**src/rtl/cache_arbiter.sv**
```systemverilog
// Cacheline arbiter: one LLC adaptor port shared by I-cache (read) and D-cache (read/write).
// Latency: request sampled in IDLE at t -> adaptor strobe at t+1; adaptor resp forwarded same cycle.
// Backpressure: caches hold requests until their resp; the loser waits, round-robin on ties.
//
// Ports:
//   clk, reset_n            : clock, asynchronous active-low reset
//   i_address_i/i_read_i    : I-cache line request; i_line_o/i_resp_o return the line
//   d_address_i/d_read_i/d_write_i/d_line_i : D-cache line request and writeback data
//   d_line_o/d_resp_o       : D-cache read data and completion pulse
//   mem_*                   : adaptor port (address, read/write strobes, lines, resp)
module cache_arbiter #(
  parameter int ADDR_W = 32,
  parameter int LINE_W = 256
) (
  input  logic              clk,
  input  logic              reset_n,
  // I-cache
  input  logic [ADDR_W-1:0] i_address_i,
  input  logic              i_read_i,
  output logic [LINE_W-1:0] i_line_o,
  output logic              i_resp_o,
  // D-cache
  input  logic [ADDR_W-1:0] d_address_i,
  input  logic              d_read_i,
  input  logic              d_write_i,
  input  logic [LINE_W-1:0] d_line_i,
  output logic [LINE_W-1:0] d_line_o,
  output logic              d_resp_o,
  // Cacheline adaptor
  output logic [ADDR_W-1:0] mem_address_o,
  output logic              mem_read_o,
  output logic              mem_write_o,
  output logic [LINE_W-1:0] mem_line_o,
  input  logic [LINE_W-1:0] mem_line_i,
  input  logic              mem_resp_i
);

  typedef enum logic [2:0] {
    IDLE     = 3'd0,
    GRANT_I  = 3'd1,
    GRANT_DR = 3'd2,
    GRANT_DW = 3'd3,
    RELEASE  = 3'd4
  } state_t;

  state_t              r_state;
  logic [ADDR_W-1:0]   r_addr;       // latched grant address; zero outside grants
  logic                r_last_d;     // 1 = D-cache was served last
  logic                r_mem_read;
  logic                r_mem_write;

  logic w_req_i;
  logic w_req_d;
  logic w_pick_d;
  logic w_grant_i;
  logic w_grant_d;

  assign w_req_i   = i_read_i;
  assign w_req_d   = d_read_i | d_write_i;
  // D wins when it is alone, or on a tie when I was served last.
  assign w_pick_d  = w_req_d & (~w_req_i | ~r_last_d);
  assign w_grant_i = (r_state == GRANT_I);
  assign w_grant_d = (r_state == GRANT_DR) | (r_state == GRANT_DW);

  always_ff @(posedge clk or negedge reset_n) begin
    if (!reset_n) begin
      r_state     <= IDLE;
      r_addr      <= '0;
      r_last_d    <= 1'b1;
      r_mem_read  <= 1'b0;
      r_mem_write <= 1'b0;
    end else begin
      case (r_state)
        IDLE: begin
          if (w_req_i || w_req_d) begin
            r_last_d <= w_pick_d;
            if (w_pick_d) begin
              r_addr <= d_address_i;
              // Read+write together is illegal; write wins so only one strobe is ever raised.
              if (d_write_i) begin
                r_state     <= GRANT_DW;
                r_mem_write <= 1'b1;
              end else begin
                r_state    <= GRANT_DR;
                r_mem_read <= 1'b1;
              end
            end else begin
              r_addr     <= i_address_i;
              r_state    <= GRANT_I;
              r_mem_read <= 1'b1;
            end
          end
        end
        GRANT_I, GRANT_DR, GRANT_DW: begin
          // Strobes and address are held from registers only, so a requester
          // changing its inputs mid-transaction cannot disturb the adaptor.
          if (mem_resp_i) begin
            r_state     <= RELEASE;
            r_addr      <= '0;
            r_mem_read  <= 1'b0;
            r_mem_write <= 1'b0;
          end
        end
        RELEASE: begin
          // One dead cycle lets requesters drop their request and the adaptor idle.
          r_state <= IDLE;
        end
        default: begin
          r_state     <= IDLE;
          r_addr      <= '0;
          r_mem_read  <= 1'b0;
          r_mem_write <= 1'b0;
        end
      endcase
    end
  end

  assign mem_address_o = r_addr;
  assign mem_read_o    = r_mem_read;
  assign mem_write_o   = r_mem_write;
  assign mem_line_o    = d_line_i;

  // Response is routed combinationally to the current owner only; resp in
  // IDLE/RELEASE is dropped.
  assign i_resp_o = mem_resp_i & w_grant_i;
  assign d_resp_o = mem_resp_i & w_grant_d;
  assign i_line_o = mem_line_i;
  assign d_line_o = mem_line_i;

endmodule

```
**config.mk**
```make
export PLATFORM = sky130hd
export DESIGN_NAME = cache_arbiter
export DESIGN_NICKNAME = d
export VERILOG_FILES = /design/src/rtl/cache_arbiter.sv
export SDC_FILE = /design/constraint.sdc
export NUM_CORES = 1
export LEC_CHECK = 0
export CAP_MARGIN = 20
export CORE_AREA = 2 2 536 538
export CTS_CLUSTER_DIAMETER = 100
export CTS_CLUSTER_SIZE = 16
export DETAILED_ROUTE_END_ITERATION = 16
export DIE_AREA = 0 0 538 540
export PLACE_DENSITY = 0.3
export RECOVER_POWER = 100
export SYNTH_ARGS = -nofsm -noshare
export SYNTH_HDL_FRONTEND = slang
export SYNTH_SLANG_ARGS = --single-unit
```
**constraint.sdc**
```tcl
create_clock -name clk -period 4.1 [get_ports clk]
set_input_delay 0.82 -clock clk [delete_from_list [all_inputs] [get_ports clk]]
set_output_delay 0.82 -clock clk [all_outputs]
set_load 0.03 [all_outputs]
```
# Word-level counts from Yosys, hierarchy flattened

Index checks and enable logic that the tools add are counted.
W data, S select, Z words.

Add/subtract/negate cells: 0
Multiply operators: 0
Divide/modulo/power cells: 0
$lt $le $gt $ge: 0
Equality and inequality tests: 9
Shift operators: 0
Multiplexer cells: 18
Bitwise operators: 9
Reduce and logical (&&, ||, !) cells: 8

Operator list:

| kind                 | number |
|---|---|
| $mux W32             | 3 |
| $pmux W32 S3         | 1 |
| $mux W3              | 3 |
| $mux W1              | 8 |
| $ne A2 B2 Y1 const B | 4 |
| $eq A3 B2 Y1 const B | 2 |
| $pmux W1 S3          | 2 |
| $pmux W3 S2          | 1 |
| $reduce_and A5 Y1    | 1 |
| $reduce_and A2 Y1    | 2 |
| $reduce_and A4 Y1    | 1 |
| $and A1 B1 Y1        | 3 |
| $eq A3 B1 Y1 const B | 1 |
| $eq A3 B3 Y1 const B | 1 |
| $logic_not A3 Y1     | 1 |
| $ne A3 B3 Y1 const B | 1 |
| $not A1 Y1           | 3 |
| $or A1 B1 Y1         | 3 |
| $reduce_and A3 Y1    | 1 |
| $reduce_or A3 Y1     | 1 |
| $logic_or A1 B1 Y1   | 1 |

Register bits: 38
Bits in latches: 0
RAM bits: 0
ROM bits: 0
Input port bits: 582
Output and inout bits: 804
Word-level logic and storage cells: 49
Memories kept: 0

# Logic depth before layout (Yosys ltp)

Depth after elaboration: 6
Depth in mapped cells: 6
Depth with buffers taken out: 3

# Worst setup path before layout

Ideal clock, no wire load.

Path type: in2out
From: in mem_resp_i
To: out i_resp_o
Data arrival time: 1.826 ns
Data required time: 3.280 ns
Setup slack: 1.454 ns
Cell stages on the path: 1
Buffers on the path: 0
Cells stage by stage: nor4b_1

Longest elaborated chain between the ends: 1

Ends and longest elaborated chain:

| item            | RTL line | source |
|---|---|---|
| start, declared | 35       | `input logic mem_resp_i` |
| $and A1 B1 Y1   | 125      | `assign i_resp_o = mem_resp_i & w_grant_i;` |
| end, declared   | 21       | `output logic i_resp_o,` |

Every way passes these cells.

# Final worst setup path

Same ends and word-level chain as after synthesis.

==> run metrics <==
Req. time, crit path=3.28 ns; Die Span Y=approximately 540 um; RSZ-0062 raised after global routing=false; Worst Setup Path Type=in2out; worst rel slew slack=-5.557%; Gate power share=between 50% and 60%; CP endpoint kind=output port; DRC violations left=0; Layout area overhead=1.726%; clock sinks=38; Num CTS Buffers=5; Reg power frac=approximately 25%; worst min-delay path class=reg2reg; initial DRC count=roughly 140; Ports=between 1000 and 1500; layout cell share with drive strength beyond 1=just under 9%; M3 GR Usage=23.51%; clock transition at the registers of the reported paths=roughly 0.07 ns; All-Layer GR Usage=between 10% and 20%; remaining antenna violation count after routing=0; htree depth=2; Pins Over Slew Limit=40; static leakage=roughly 1.5 nW; row count=between 150 and 200; failing checks=max-capacitance violations, max-slew violations; CTS tree=yes; gr busiest metal=met3; Post-Syn Instances=roughly 940; Yosys cell types=27; WL per Instance=39.64 um; register area share after synthesis=12.28%; minimum clock period=3.399 ns; GRT met1 Usage=2.915%; crit path launch type=primary input; Final Hold Viols=0; CTS Hold Buffers Added=0; PD cells=360.6 nW/um^2; Final Setup Violations=0; final core utilization=2.774%; switching fraction of total power=52.70%; via count=~3600; Worst-Margin Slew=1.583 ns; detailed placement HPWL=~150000 um; Clock Latency Late Sink=approximately 0.34 ns; number of global-route vias before repair=between 3000 and 4000; syn avg cell area=roughly 8.3 um^2; GP Congestion=slightly above 0.7; final WL=~160000 um; final instance area=~8000 um^2; clk root buf=clkbuf_16; Mapped Nets=1521; FF-to-FF path depth=3; first-pass GRT wire length=~170000 um; met2 usage in global routing=between 10% and 20%; status=finished with violations; Syn. warnings=0; # Post-CTS Setup Buffers=0; largest net degree at the start of global routing=34; initial antenna violation count=3; Final period util=just over 80%; Hold Crit Depth=2; Max FO, Critical Path=7; placed cell areas=a little under 8000 um^2; setup TNS=0 ns; die area=between 200000 and 300000 um^2; core region area=284500 um^2; clock buffer depth=2; Die X-Extent=approximately 540 um; Initial Util=2.727%; clock power share=between 10% and 20%; PostCTS Resize Cnt=0; Synth Register Bits=38; WP data arrival=roughly 2.6 ns; buffers added on ports=around 110; Max VDD drop=around 0.41 mV; Placed Cells=4039; maxcap violations=2; Nets=between 800 and 900; gr ovfl total=0; Cell Int Power=roughly 1.3 mW; P_sw=between 1 and 1.5 mW; post-route insts no fill=4049; clock skew=0.009233 ns; TritonRoute pass-1 iters=4; Via-to-Cell Ratio=roughly 0.88; Syn Std Cell Area=~7800 um^2; Max Fclk=just under 300 MHz
## power groups by stage
stage          clock, mW  sequential [mW]  combinational (mW)
6_report           0.474            0.698                1.67
5_1_grt            0.524            0.731                1.84
4_1_cts            0.521            0.723                1.81
3_5_place_dp           0            0.722                1.80
3_3_place_gp           0            0.732                1.81
2_1_floorplan          0            0.949                2.00
## final timing paths
kind | from | end | slack (ns)
worst max-delay path | mem_resp_i | i_resp_o | 0.70
worst min-delay path | r_last_d | r_last_d | 0.51
worst max register to register | r_state[2] | mem_address_o[22] | 1.61
worst min register to register | r_last_d | r_last_d | 0.51
max in group asynchronous | reset_n | mem_address_o[20] | 1.12
min in group asynchronous | reset_n | r_state[2] | 0.88
## stage by stage
stage / setup slack [ns] / hold WS (ns) / power, mW
floorplan: 1.454 / 0.4708 / 2.954
global placement: 0.8157 / 0.5102 / 2.539
detailed placement: 0.7930 / 0.5075 / 2.519
CTS: 0.7706 / 0.5155 / 3.054
global route: 0.5153 / 0.5469 / 3.090
finish: 0.7014 / 0.5073 / 2.845
## routing by layer
| metal | part of all wire, % | up-vias | wire length [um] |
|---|---|---|---|
| met2 | 38 | 1320 | 60680 |
| li1 | - | 822 | - |
| met4 | 4.5 | 18 | 7189 |
| met5 | 0.54 | - | 859 |
| met1 | 9.5 | 1139 | 15200 |
| met3 | 48 | 277 | 76570 |
## synthesized netlist by cell type, drive strengths merged
cell | instances | area, um^2
buf | 776 | 5857
mux2i | 64 | 640.6
dfrtp | 37 | 925.9
nand2 | 33 | 123.9
nor2 | 5 | 18.77
clkbuf | 3 | 11.26
inv | 3 | 11.26
a31oi | 2 | 12.51
or3 | 2 | 17.52
a21bo | 1 | 10.01
a21oi | 1 | 5.000
a221oi | 1 | 8.760
and2 | 1 | 8.760
and3b | 1 | 8.760
dfstp | 1 | 26.28
nand2b | 1 | 6.260
nor3 | 1 | 10.01
nor3b | 1 | 7.510
nor4b | 1 | 8.760
o211ai | 1 | 7.510
o22ai | 1 | 6.260
o2bb2ai | 1 | 15.01
o32ai | 1 | 8.760
## critical path, cell delays in order
cell           delay [ns]
dlygate4sd3_1        0.69
nor4b_1              0.28
dlygate4sd3_1        0.79
## sequential cells by signal, summed over array words and instances, names as in the netlist
| name | cells |
|---|---|
| r_last_d | 1 |
| mem_write_o | 1 |
| mem_read_o | 1 |
| mem_address_o | 32 |
| r_state | 3 |
## area by class of cell
class,instances,area (um^2)
Clock buffer,6,138.9
Multi-Input combinational cell,119,932.1
Fill cell,33980,276600
Tap cell,3762,4707
Inverter,3,11.26
Sequential cell,38,952.2
Clock inverter,2,12.51
Timing Repair Buffer,117,1131
Antenna cell,2,5.005
## cell usage in the layout, fill, tap and decap left out
| cell | synthesis | routed |
|---|---|---|
| and3b_1 | 1 | 1 |
| nor3_2 | 1 | 1 |
| nor2_1 | 5 | 5 |
| buf_4 | 768 | 11 |
| and2_2 | 0 | 1 |
| dlygate4sd3_1 | 0 | 38 |
| clkbuf_8 | 0 | 1 |
| nand2_1 | 33 | 33 |
| a21bo_2 | 1 | 1 |
| or3_1 | 1 | 2 |
| diode_2 | 0 | 2 |
| a31oi_1 | 2 | 2 |
| a221oi_1 | 1 | 1 |
| clkinvlp_4 | 0 | 1 |
| o32ai_1 | 1 | 1 |
| o22ai_4 | 0 | 1 |
| mux2i_1 | 64 | 64 |
| o2bb2ai_2 | 1 | 1 |
| nand2b_1 | 1 | 1 |
| nor4b_1 | 1 | 1 |
| inv_1 | 3 | 3 |
| nor3b_1 | 1 | 1 |
| clkbuf_1 | 3 | 2 |
| a21oi_1 | 1 | 1 |
| dfrtp_1 | 37 | 37 |
| dfstp_2 | 1 | 1 |
| clkbuf_16 | 0 | 5 |
| o211ai_1 | 1 | 1 |
| clkdlybuf4s50_1 | 0 | 66 |
| clkinv_2 | 0 | 1 |
## cell families (layout without fill, tap and decap cells)
logic type | count (synthesis) | count (layout) | share of synthesized area (%)
multiplexers | 64 | 64 | 8.259
AND/OR/NAND/NOR | 46 | 46 | 2.710
flip-flops | 38 | 38 | 12.28
buffers and inverters | 782 | 128 | 75.80
other | 0 | 2 | 0
AO/OA/AOI/OAI | 9 | 9 | 0.9518
(Power assumes the default switching activity.)
